[src/rtl/ghost_motion_tracker_pkg.sv]
`default_nettype none
// +----------------------------------------------------------------------+
// | Module   : ghost_motion_tracker_pkg                                  |
// | Brief    : Shared playfield geometry, headings, tracker state codes  |
// |            and the tile index helper used by the ghost/pacman movers.|
// | Revision : 1.0 - initial release                                     |
// +----------------------------------------------------------------------+
package ghost_motion_tracker_pkg;

  // Playfield geometry in pixels and tiles (20 px tiles on 640x480).
  localparam int WIDTH        = 640;
  localparam int HEIGHT       = 480;
  localparam int TILE_ROW_NUM = 24;
  localparam int TILE_COL_NUM = 32;
  localparam int TILE_NUM     = TILE_ROW_NUM * TILE_COL_NUM;

  localparam int X_W   = $clog2(WIDTH);
  localparam int Y_W   = $clog2(HEIGHT);
  localparam int COL_W = $clog2(TILE_COL_NUM);
  localparam int ROW_W = $clog2(TILE_ROW_NUM);
  localparam int IDX_W = $clog2(TILE_NUM);

  // Heading encodings shared with the controllers.
  localparam logic [1:0] DIR_UP    = 2'd0;
  localparam logic [1:0] DIR_DOWN  = 2'd1;
  localparam logic [1:0] DIR_LEFT  = 2'd2;
  localparam logic [1:0] DIR_RIGHT = 2'd3;

  // Tracker states.
  typedef enum logic [1:0] {
    GMT_WAIT   = 2'd0,
    GMT_SAMPLE = 2'd1,
    GMT_DECIDE = 2'd2,
    GMT_HOUSE  = 2'd3
  } gmt_state_e;

  // Row-major tile index: row*TILE_COL_NUM + col.
  function automatic logic [IDX_W-1:0] tile_index(input logic [ROW_W-1:0] row,
                                                  input logic [COL_W-1:0] col);
    return IDX_W'(row) * IDX_W'(TILE_COL_NUM) + IDX_W'(col);
  endfunction

endpackage
`default_nettype wire

[src/rtl/ghost_motion_tracker_lookup.sv]
`default_nettype none
// +----------------------------------------------------------------------+
// | Module   : tile_wall_lookup                                          |
// | Brief    : Combinational pixel-to-tile conversion plus wall-bit      |
// |            lookup for an (already registered) tile coordinate.       |
// | Revision : 1.0 - initial release                                     |
// +----------------------------------------------------------------------+
module tile_wall_lookup
  import ghost_motion_tracker_pkg::*;
#(
  parameter int TILE = 20
) (
  input  logic [X_W-1:0]      px,
  input  logic [Y_W-1:0]      py,
  output logic [COL_W-1:0]    col,
  output logic [ROW_W-1:0]    row,
  input  logic [ROW_W-1:0]    tile_row,
  input  logic [COL_W-1:0]    tile_col,
  input  logic [TILE_NUM-1:0] walls,
  output logic                wall
);

  localparam logic [X_W-1:0] TILE_X = X_W'(TILE);
  localparam logic [Y_W-1:0] TILE_Y = Y_W'(TILE);

  logic [IDX_W-1:0] w_idx;

  // Division by a constant tile size; callers register the result so the
  // divider never sits in the same path as the wall lookup.
  assign col = COL_W'(px / TILE_X);
  assign row = ROW_W'(py / TILE_Y);

  assign w_idx = tile_index(tile_row, tile_col);
  assign wall  = walls[w_idx];

endmodule
`default_nettype wire

[src/rtl/ghost_motion_tracker.sv]
`default_nettype none
// +----------------------------------------------------------------------+
// | Module   : ghost_motion_tracker                                      |
// | Brief    : Authoritative ghost position. Samples the controller      |
// |            proposal once per move tick, validates bounds / step /    |
// |            walls, commits or holds, and runs the eaten/respawn hold. |
// | Revision : 1.0 - initial release                                     |
// +----------------------------------------------------------------------+
module ghost_motion_tracker
  import ghost_motion_tracker_pkg::*;
#(
  parameter int START_X       = 340,
  parameter int START_Y       = 240,
  parameter int TILE          = 20,
  parameter int MOVE_DIV      = 2500000,
  parameter int RESPAWN_TICKS = 10
) (
  input  logic                clk,
  input  logic                reset,
  input  logic                enable,
  input  logic                eaten,
  input  logic [X_W-1:0]      next_x,
  input  logic [Y_W-1:0]      next_y,
  input  logic [1:0]          ghost_direction,
  input  logic [TILE_NUM-1:0] tilemap_walls,
  output logic [X_W-1:0]      x,
  output logic [Y_W-1:0]      y,
  output logic [1:0]          heading,
  output logic                moved,
  output logic                blocked,
  output logic                in_house
);

  localparam int CNT_W = (MOVE_DIV > 1) ? $clog2(MOVE_DIV) : 1;
  localparam int HC_W  = (RESPAWN_TICKS > 1) ? $clog2(RESPAWN_TICKS) : 1;
  localparam int XS_W  = X_W + 1;
  localparam int YS_W  = Y_W + 1;

  localparam logic [CNT_W-1:0]       CNT_LAST = CNT_W'(MOVE_DIV - 1);
  localparam logic [HC_W-1:0]        HC_LAST  = HC_W'(RESPAWN_TICKS - 1);
  localparam logic [X_W-1:0]         X_MAX    = X_W'(WIDTH - TILE);
  localparam logic [Y_W-1:0]         Y_MAX    = Y_W'(HEIGHT - TILE);
  localparam logic [X_W-1:0]         X_HOME   = X_W'(START_X);
  localparam logic [Y_W-1:0]         Y_HOME   = Y_W'(START_Y);
  localparam logic signed [XS_W-1:0] STEP_X   = XS_W'(TILE);
  localparam logic signed [YS_W-1:0] STEP_Y   = YS_W'(TILE);

  gmt_state_e r_state;
  gmt_state_e w_state_next;

  logic [CNT_W-1:0] r_tick_cnt;
  logic             w_tick;
  logic [HC_W-1:0]  r_house_cnt;
  logic             w_house_done;

  logic [X_W-1:0]   r_x;
  logic [Y_W-1:0]   r_y;
  logic [1:0]       r_heading;
  logic [X_W-1:0]   r_cand_x;
  logic [Y_W-1:0]   r_cand_y;
  logic [1:0]       r_cand_dir;
  logic [COL_W-1:0] r_cand_col;
  logic [ROW_W-1:0] r_cand_row;

  logic [COL_W-1:0] w_col;
  logic [ROW_W-1:0] w_row;
  logic             w_wall;

  logic signed [XS_W-1:0] w_dx;
  logic signed [YS_W-1:0] w_dy;
  logic                   w_in_bounds;
  logic                   w_step_ok;
  logic                   w_legal;

  // Tile coordinates come from the live proposal (captured in SAMPLE);
  // the wall bit is looked up from the captured tile in DECIDE.
  tile_wall_lookup #(
    .TILE (TILE)
  ) u_lookup (
    .px       (next_x),
    .py       (next_y),
    .col      (w_col),
    .row      (w_row),
    .tile_row (r_cand_row),
    .tile_col (r_cand_col),
    .walls    (tilemap_walls),
    .wall     (w_wall)
  );

  assign w_tick       = enable && (r_tick_cnt == CNT_LAST);
  assign w_house_done = w_tick && (r_house_cnt == HC_LAST);

  // Signed one-bit-wider differences so a wrapped x-TILE cannot alias to a legal step.
  assign w_dx = $signed({1'b0, r_cand_x}) - $signed({1'b0, r_x});
  assign w_dy = $signed({1'b0, r_cand_y}) - $signed({1'b0, r_y});

  assign w_in_bounds = (r_cand_x <= X_MAX) && (r_cand_y <= Y_MAX);
  assign w_step_ok   = ((w_dx == '0) && ((w_dy == STEP_Y) || (w_dy == -STEP_Y))) ||
                       ((w_dy == '0) && ((w_dx == STEP_X) || (w_dx == -STEP_X)));
  assign w_legal     = w_in_bounds && w_step_ok && !w_wall;

  assign x        = r_x;
  assign y        = r_y;
  assign heading  = r_heading;
  assign in_house = (r_state == GMT_HOUSE);

  // Free-running move-tick divider, frozen while the game is paused.
  always_ff @(posedge clk or negedge reset) begin
    if (!reset) begin
      r_tick_cnt <= '0;
    end else if (enable) begin
      r_tick_cnt <= (r_tick_cnt == CNT_LAST) ? '0 : r_tick_cnt + CNT_W'(1);
    end
  end

  // State register.
  always_ff @(posedge clk or negedge reset) begin
    if (!reset) begin
      r_state <= GMT_WAIT;
    end else begin
      r_state <= w_state_next;
    end
  end

  // Next state and the one-cycle commit/reject pulses; eaten overrides everything.
  always_comb begin
    w_state_next = r_state;
    moved        = 1'b0;
    blocked      = 1'b0;
    if (eaten) begin
      w_state_next = GMT_HOUSE;
    end else begin
      case (r_state)
        GMT_WAIT:   if (w_tick) w_state_next = GMT_SAMPLE;
        GMT_SAMPLE: w_state_next = GMT_DECIDE;
        GMT_DECIDE: begin
          moved        = w_legal;
          blocked      = !w_legal;
          w_state_next = GMT_WAIT;
        end
        GMT_HOUSE:  if (w_house_done) w_state_next = GMT_WAIT;
        default:    w_state_next = GMT_WAIT;
      endcase
    end
  end

  // Position, candidate capture and respawn-hold counter.
  always_ff @(posedge clk or negedge reset) begin
    if (!reset) begin
      r_x         <= X_HOME;
      r_y         <= Y_HOME;
      r_heading   <= DIR_UP;
      r_cand_x    <= '0;
      r_cand_y    <= '0;
      r_cand_dir  <= DIR_UP;
      r_cand_col  <= '0;
      r_cand_row  <= '0;
      r_house_cnt <= '0;
    end else if (eaten) begin
      r_x         <= X_HOME;
      r_y         <= Y_HOME;
      r_heading   <= DIR_UP;
      r_house_cnt <= '0;
    end else begin
      case (r_state)
        GMT_SAMPLE: begin
          r_cand_x   <= next_x;
          r_cand_y   <= next_y;
          r_cand_dir <= ghost_direction;
          r_cand_col <= w_col;
          r_cand_row <= w_row;
        end
        GMT_DECIDE: begin
          r_heading <= r_cand_dir;
          if (w_legal) begin
            r_x <= r_cand_x;
            r_y <= r_cand_y;
          end
        end
        GMT_HOUSE: begin
          if (w_tick) begin
            r_house_cnt <= w_house_done ? '0 : r_house_cnt + HC_W'(1);
          end
        end
        default: ;
      endcase
    end
  end

endmodule
`default_nettype wire
[config.mk]
export PLATFORM = sky130hd
export DESIGN_NAME = ghost_motion_tracker
export DESIGN_NICKNAME = d
export VERILOG_FILES = /design/src/rtl/ghost_motion_tracker_pkg.sv /design/src/rtl/ghost_motion_tracker_lookup.sv /design/src/rtl/ghost_motion_tracker.sv
export SDC_FILE = /design/constraint.sdc
export NUM_CORES = 1
export LEC_CHECK = 0
export ABC_CLOCK_PERIOD_IN_PS = 6950
export CORE_AREA = 10 10 313 315
export DETAILED_ROUTE_END_ITERATION = 8
export DIE_AREA = 0 0 323 325
export SYNTH_ARGS = -nofsm -noshare
export SYNTH_HDL_FRONTEND = slang
export SYNTH_HIERARCHICAL = 1
export SYNTH_SLANG_ARGS = --single-unit
export TNS_END_PERCENT = 100
[constraint.sdc]
create_clock -name clk -period 6.95 [get_ports clk]
set_input_delay 2.085 -clock clk [delete_from_list [all_inputs] [get_ports clk]]
set_output_delay 2.085 -clock clk [all_outputs]
set_load 0.02 [all_outputs]
==> qor_table.md <==
| Result | Reported |
| --- | --- |
| Status | finished, violations left |
| Failing checks | negative setup slack |
| Start-to-end type of the worst setup path | in2out |
| Capture point of the worst reg-to-reg path | y[1] |
| Required time worst endpoint | 4.87 ns |
| Min-Delay Startpoint | r_tick_cnt[4] |
| Tightest Hold Check Type | reg2reg |
| Number of vias per cell after detailed routing | 4.37 |
| Number of warning messages in the yosys log | 6 |
| Most frequent standard cell in the layout excluding fill and tap cells | sky130_fd_sc_hd__clkdlybuf4s50_1 |
| TritonCTS Buffers | 9 |
| Post-synth ARST share | 100% |
| Via total after detailed routing | 13931 |
| Destination of the worst hold path | r_tick_cnt[4] |
| Final worst path period share | 114% |
| # port buffers | 816 |
| Critical path fanouts, max | 2 |
| Highest Clock Rate | 0.126 GHz |
| Height of the chip | 325 um |
| Core area | 0.0914 mm^2 |
| Actual transition at the worst max-transition pin | 1.08 ns |
| Post-synth EDFFs | 0 |
| Startpoint of the worst-slack reg-to-reg timing path | r_cand_col[0] |
| Dominant synthesized flop cell | sky130_fd_sc_hd__dfrtp_1 |
| Unrepaired setup endpoints after global routing | true |
| Drt initial violations | 774 |
| Clock-pin slew of the registers on the worst-case setup and hold paths | 0.08 ns |
| Initial antenna violation count | 30 |
| Net count after synthesis | 1921 |
| Detailed-route DRC error count | 0 |
| Post-route worst setup slack | -0.962 ns |
| Most used cells in the layout excluding fill and tap cells | 474 x sky130_fd_sc_hd__clkdlybuf4s50_1, 182 x sky130_fd_sc_hd__dlygate4sd2_1, 177 x sky130_fd_sc_hd__mux4_2, 122 x sky130_fd_sc_hd__buf_4, 85 x sky130_fd_sc_hd__nand2_1 |
| Clock latency at the later pin of the worst-skew pair | 0.36 ns |
| Part of the Yosys area used for sequential elements | 17.2% |
| Number of failing setup endpoints in the final timing report | 2 |
| Sequence of cells on the critical path | dlygate4sd2_1 > mux4_2 > mux2i_2 > a2111oi_2 > or4_4 > nand4_1 > nand3_4 > a2111oi_4 > nand4b_1 > nor3_2 > nand4_1 > a2111oi_4 > a31o_2 > nor3b_4 > buf_6 |
| Dpl hpwl | 79600 um |
| Global-route usage over all layers | 16.3% |
| Largest net degree at the start of global routing | 52 |
| Worst Path Arrival | 5.83 ns |
| Final count of hold timing violations | 0 |
| Final-layout worst hold slack | 0.480 ns |
| CTS Root Cell | sky130_fd_sc_hd__clkbuf_16 |
| Number of rows created at floorplan | 111 |
| Post-Route Skew | 0.00926 ns |
| Slew headroom | 27.7% |
| Vias in the first global route | 15169 |
| CTS tree | done |
| PwrDens | 174 mW/mm^2 |
| Worst supply voltage drop on vdd | 104 uV |
| Sum of overflow across all layers after global routing | 0 |
| Maximum level of the CTS H-tree | 3 |
| Global-route wire length before repair | 121000 um |
| Maximum root-to-sink buffer count | 2 |
| Setup WS pre-CTS | -2.24 ns |
| Relative area change from synthesis to final layout | 94.6% |
| R2R Setup Slk | 1.67 ns |
| Seq cells post-synth | 80 |
| Clk sink count | 80 |
| Number of nets in the layout | 2803 |
| Routed WL per cell | 28.1 um |
| Worst hold path cell count | 1 |
| Antenna Violating Nets Remaining | 0 |
| Initial core utilization | 12.8% |
| Final core utilization | 24.8% |
| Critical Path Start Type | input pin |
| Length of the first detailed-routing pass in iterations | 5 |
| Routed WL | 89700 um |
| Syn Std Cell Area | 0.0117 mm^2 |
| Synthesized area per cell | 10.5 um^2 |
| Reported leakage power | 9.13 nW |
| Final Critical Period | 7.91 ns |
| Worst r2r path cells | 23 |
| Routability-driven placement congestion ratio | 0.905 |
| Distinct cell type count of the synthesized netlist | 87 |
| Buffers and inverters on the worst path | 2 |
| Worst path slowest cell | sky130_fd_sc_hd__or4_4 |
| Category of cells accounting for the largest share of critical-path delay | simple AND/OR/NAND/NOR gates |
| Number of instances in the synthesized netlist | 1106 |
| Share of final-layout standard cells stronger than drive strength 1 | 29.0% |
| CP max stage delay | 0.57 ns |
| Max Transition Viols Final | 0 |
| Area enclosed by the die boundary | 0.105 mm^2 |
| IO Pins | 817 |
| Max-capacitance violation count | 0 |
| Endpoint class of the critical path | output port |
| Horizontal die dimension | 323 um |
## worst max-delay path by stage
stage	cells after the start	endpoint	start
3_5_place_dp	16	moved	tilemap_walls[568]
3_3_place_gp	16	moved	tilemap_walls[568]
5_1_grt	16	moved	tilemap_walls[303]
2_1_floorplan	14	moved	tilemap_walls[395]
4_1_cts	16	moved	tilemap_walls[395]
6_report	15	moved	tilemap_walls[422]
## synthesized netlist by cell type (8+ instances only)
cell type                  count  share of area (%)
sky130_fd_sc_hd__a211oi_1     13               0.84
sky130_fd_sc_hd__a21oi_1      40                1.7
sky130_fd_sc_hd__a22o_2        9               0.77
sky130_fd_sc_hd__a22oi_1      21                1.4
sky130_fd_sc_hd__a31oi_1      13               0.70
sky130_fd_sc_hd__buf_2        22               0.94
sky130_fd_sc_hd__buf_6        14                1.4
sky130_fd_sc_hd__clkbuf_1     35                1.1
sky130_fd_sc_hd__dfrtp_1      72                 15
sky130_fd_sc_hd__dfstp_2       8                1.8
sky130_fd_sc_hd__ha_1         22                2.4
sky130_fd_sc_hd__inv_1        46                1.5
sky130_fd_sc_hd__mux2_2       23                2.2
sky130_fd_sc_hd__mux2i_1      71                6.1
sky130_fd_sc_hd__mux4_2      177                 34
sky130_fd_sc_hd__nand2_1     100                3.2
sky130_fd_sc_hd__nand2b_1     16               0.86
sky130_fd_sc_hd__nand3_1      32                1.4
sky130_fd_sc_hd__nand4_1      15               0.80
sky130_fd_sc_hd__nor2_1       67                2.2
sky130_fd_sc_hd__nor2b_1      10               0.54
sky130_fd_sc_hd__nor3_1       22               0.94
sky130_fd_sc_hd__o211ai_1     10               0.64
sky130_fd_sc_hd__o21ai_0      36                1.5
sky130_fd_sc_hd__o21ai_1      10               0.43
sky130_fd_sc_hd__o221ai_1     20                1.5
sky130_fd_sc_hd__o22ai_1      14               0.75
sky130_fd_sc_hd__xnor2_1      25                1.9
sky130_fd_sc_hd__xor2_1       12               0.90
## power breakdown
part	leakage, nW	switching (W)	total (W)	internal (W)
logic	7.99	0.00141	0.00287	0.00146
clock network	0.143	0.000237	0.000491	0.000254
registers	1.00	0.0000784	0.000598	0.000520
total	9.13	0.00172	0.00396	0.00224
## worst reg2reg max path: cells and delay by family (launching register included)
kind | cells | cell delay [ns]
buffers and inverters | 9 | 1.64
AOI/OAI and AO/OA | 8 | 1.55
muxes | 2 | 0.76
and+or+nand+nor | 4 | 0.62
DFF | 1 | 0.60
## cell type report
| class | count | area (um^2) |
|---|---|---|
| multi-input combinational | 891 | 9570 |
| sequential | 80 | 2030 |
| timing repair buffer | 959 | 9130 |
| tap | 1186 | 1480 |
| fill | 9919 | 68700 |
| antenna | 8 | 20.0 |
| clock buffer | 9 | 225 |
| inverter | 47 | 176 |
| clock inverter | 7 | 67.6 |
## sequential cells by signal, indices dropped and copies added (netlist names)
| register | cells |
|---|---|
| r_house_cnt | 4 |
| heading | 2 |
| r_cand_row | 5 |
| r_tick_cnt | 22 |
| r_state | 2 |
| x | 10 |
| r_cand_col | 5 |
| r_cand_dir | 2 |
| y | 9 |
| r_cand_x | 10 |
| r_cand_y | 9 |
## cells by family after synthesis
group                    after synthesis  synth area share [%]
adder cells (fa/ha/maj)               24                  2.53
XOR/XNOR                              37                  2.78
flip-flops                            80                  17.2
AO/OA/AOI/OAI                        249                  15.5
multiplexers                         271                  42.5
buffers and inverters                135                  6.42
AND/OR/NAND/NOR                      310                  13.1
## through the flow
| stage | cells | setup TNS, ns | power, W | cell area [um^2] |
|---|---|---|---|---|
| final | 3187 | -1.90 | 0.00396 | 22700 |
| after global routing | 3183 | -2.16 | 0.00419 | 22700 |
| after CTS | 3179 | -1.86 | 0.00399 | 22400 |
| after detailed placement | 3163 | -5.84 | 0.00342 | 22100 |
| after global placement | 3163 | -6.12 | 0.00341 | 22100 |
| after floorplan | 1106 | -0.290 | 0.00199 | 11700 |
## layer usage
layer | track usage, % | share of wire (%)
met1 | 19.1 | 39
met2 | 29.6 | 52
met3 | 4.28 | 7.9
met4 | 2.77 | 1.7
met5 | 0 | 0.041
## what timing repair did
item | 4_1_cts | 5_1_grt
pin swaps | 77 | 62
buffers inserted | 2 | 2
gates resized for setup | 498 | 155
endpoints found under the setup margin | 2 | 2
hold buffers | 0 | 0
Power figures use the tool's default switching activity.
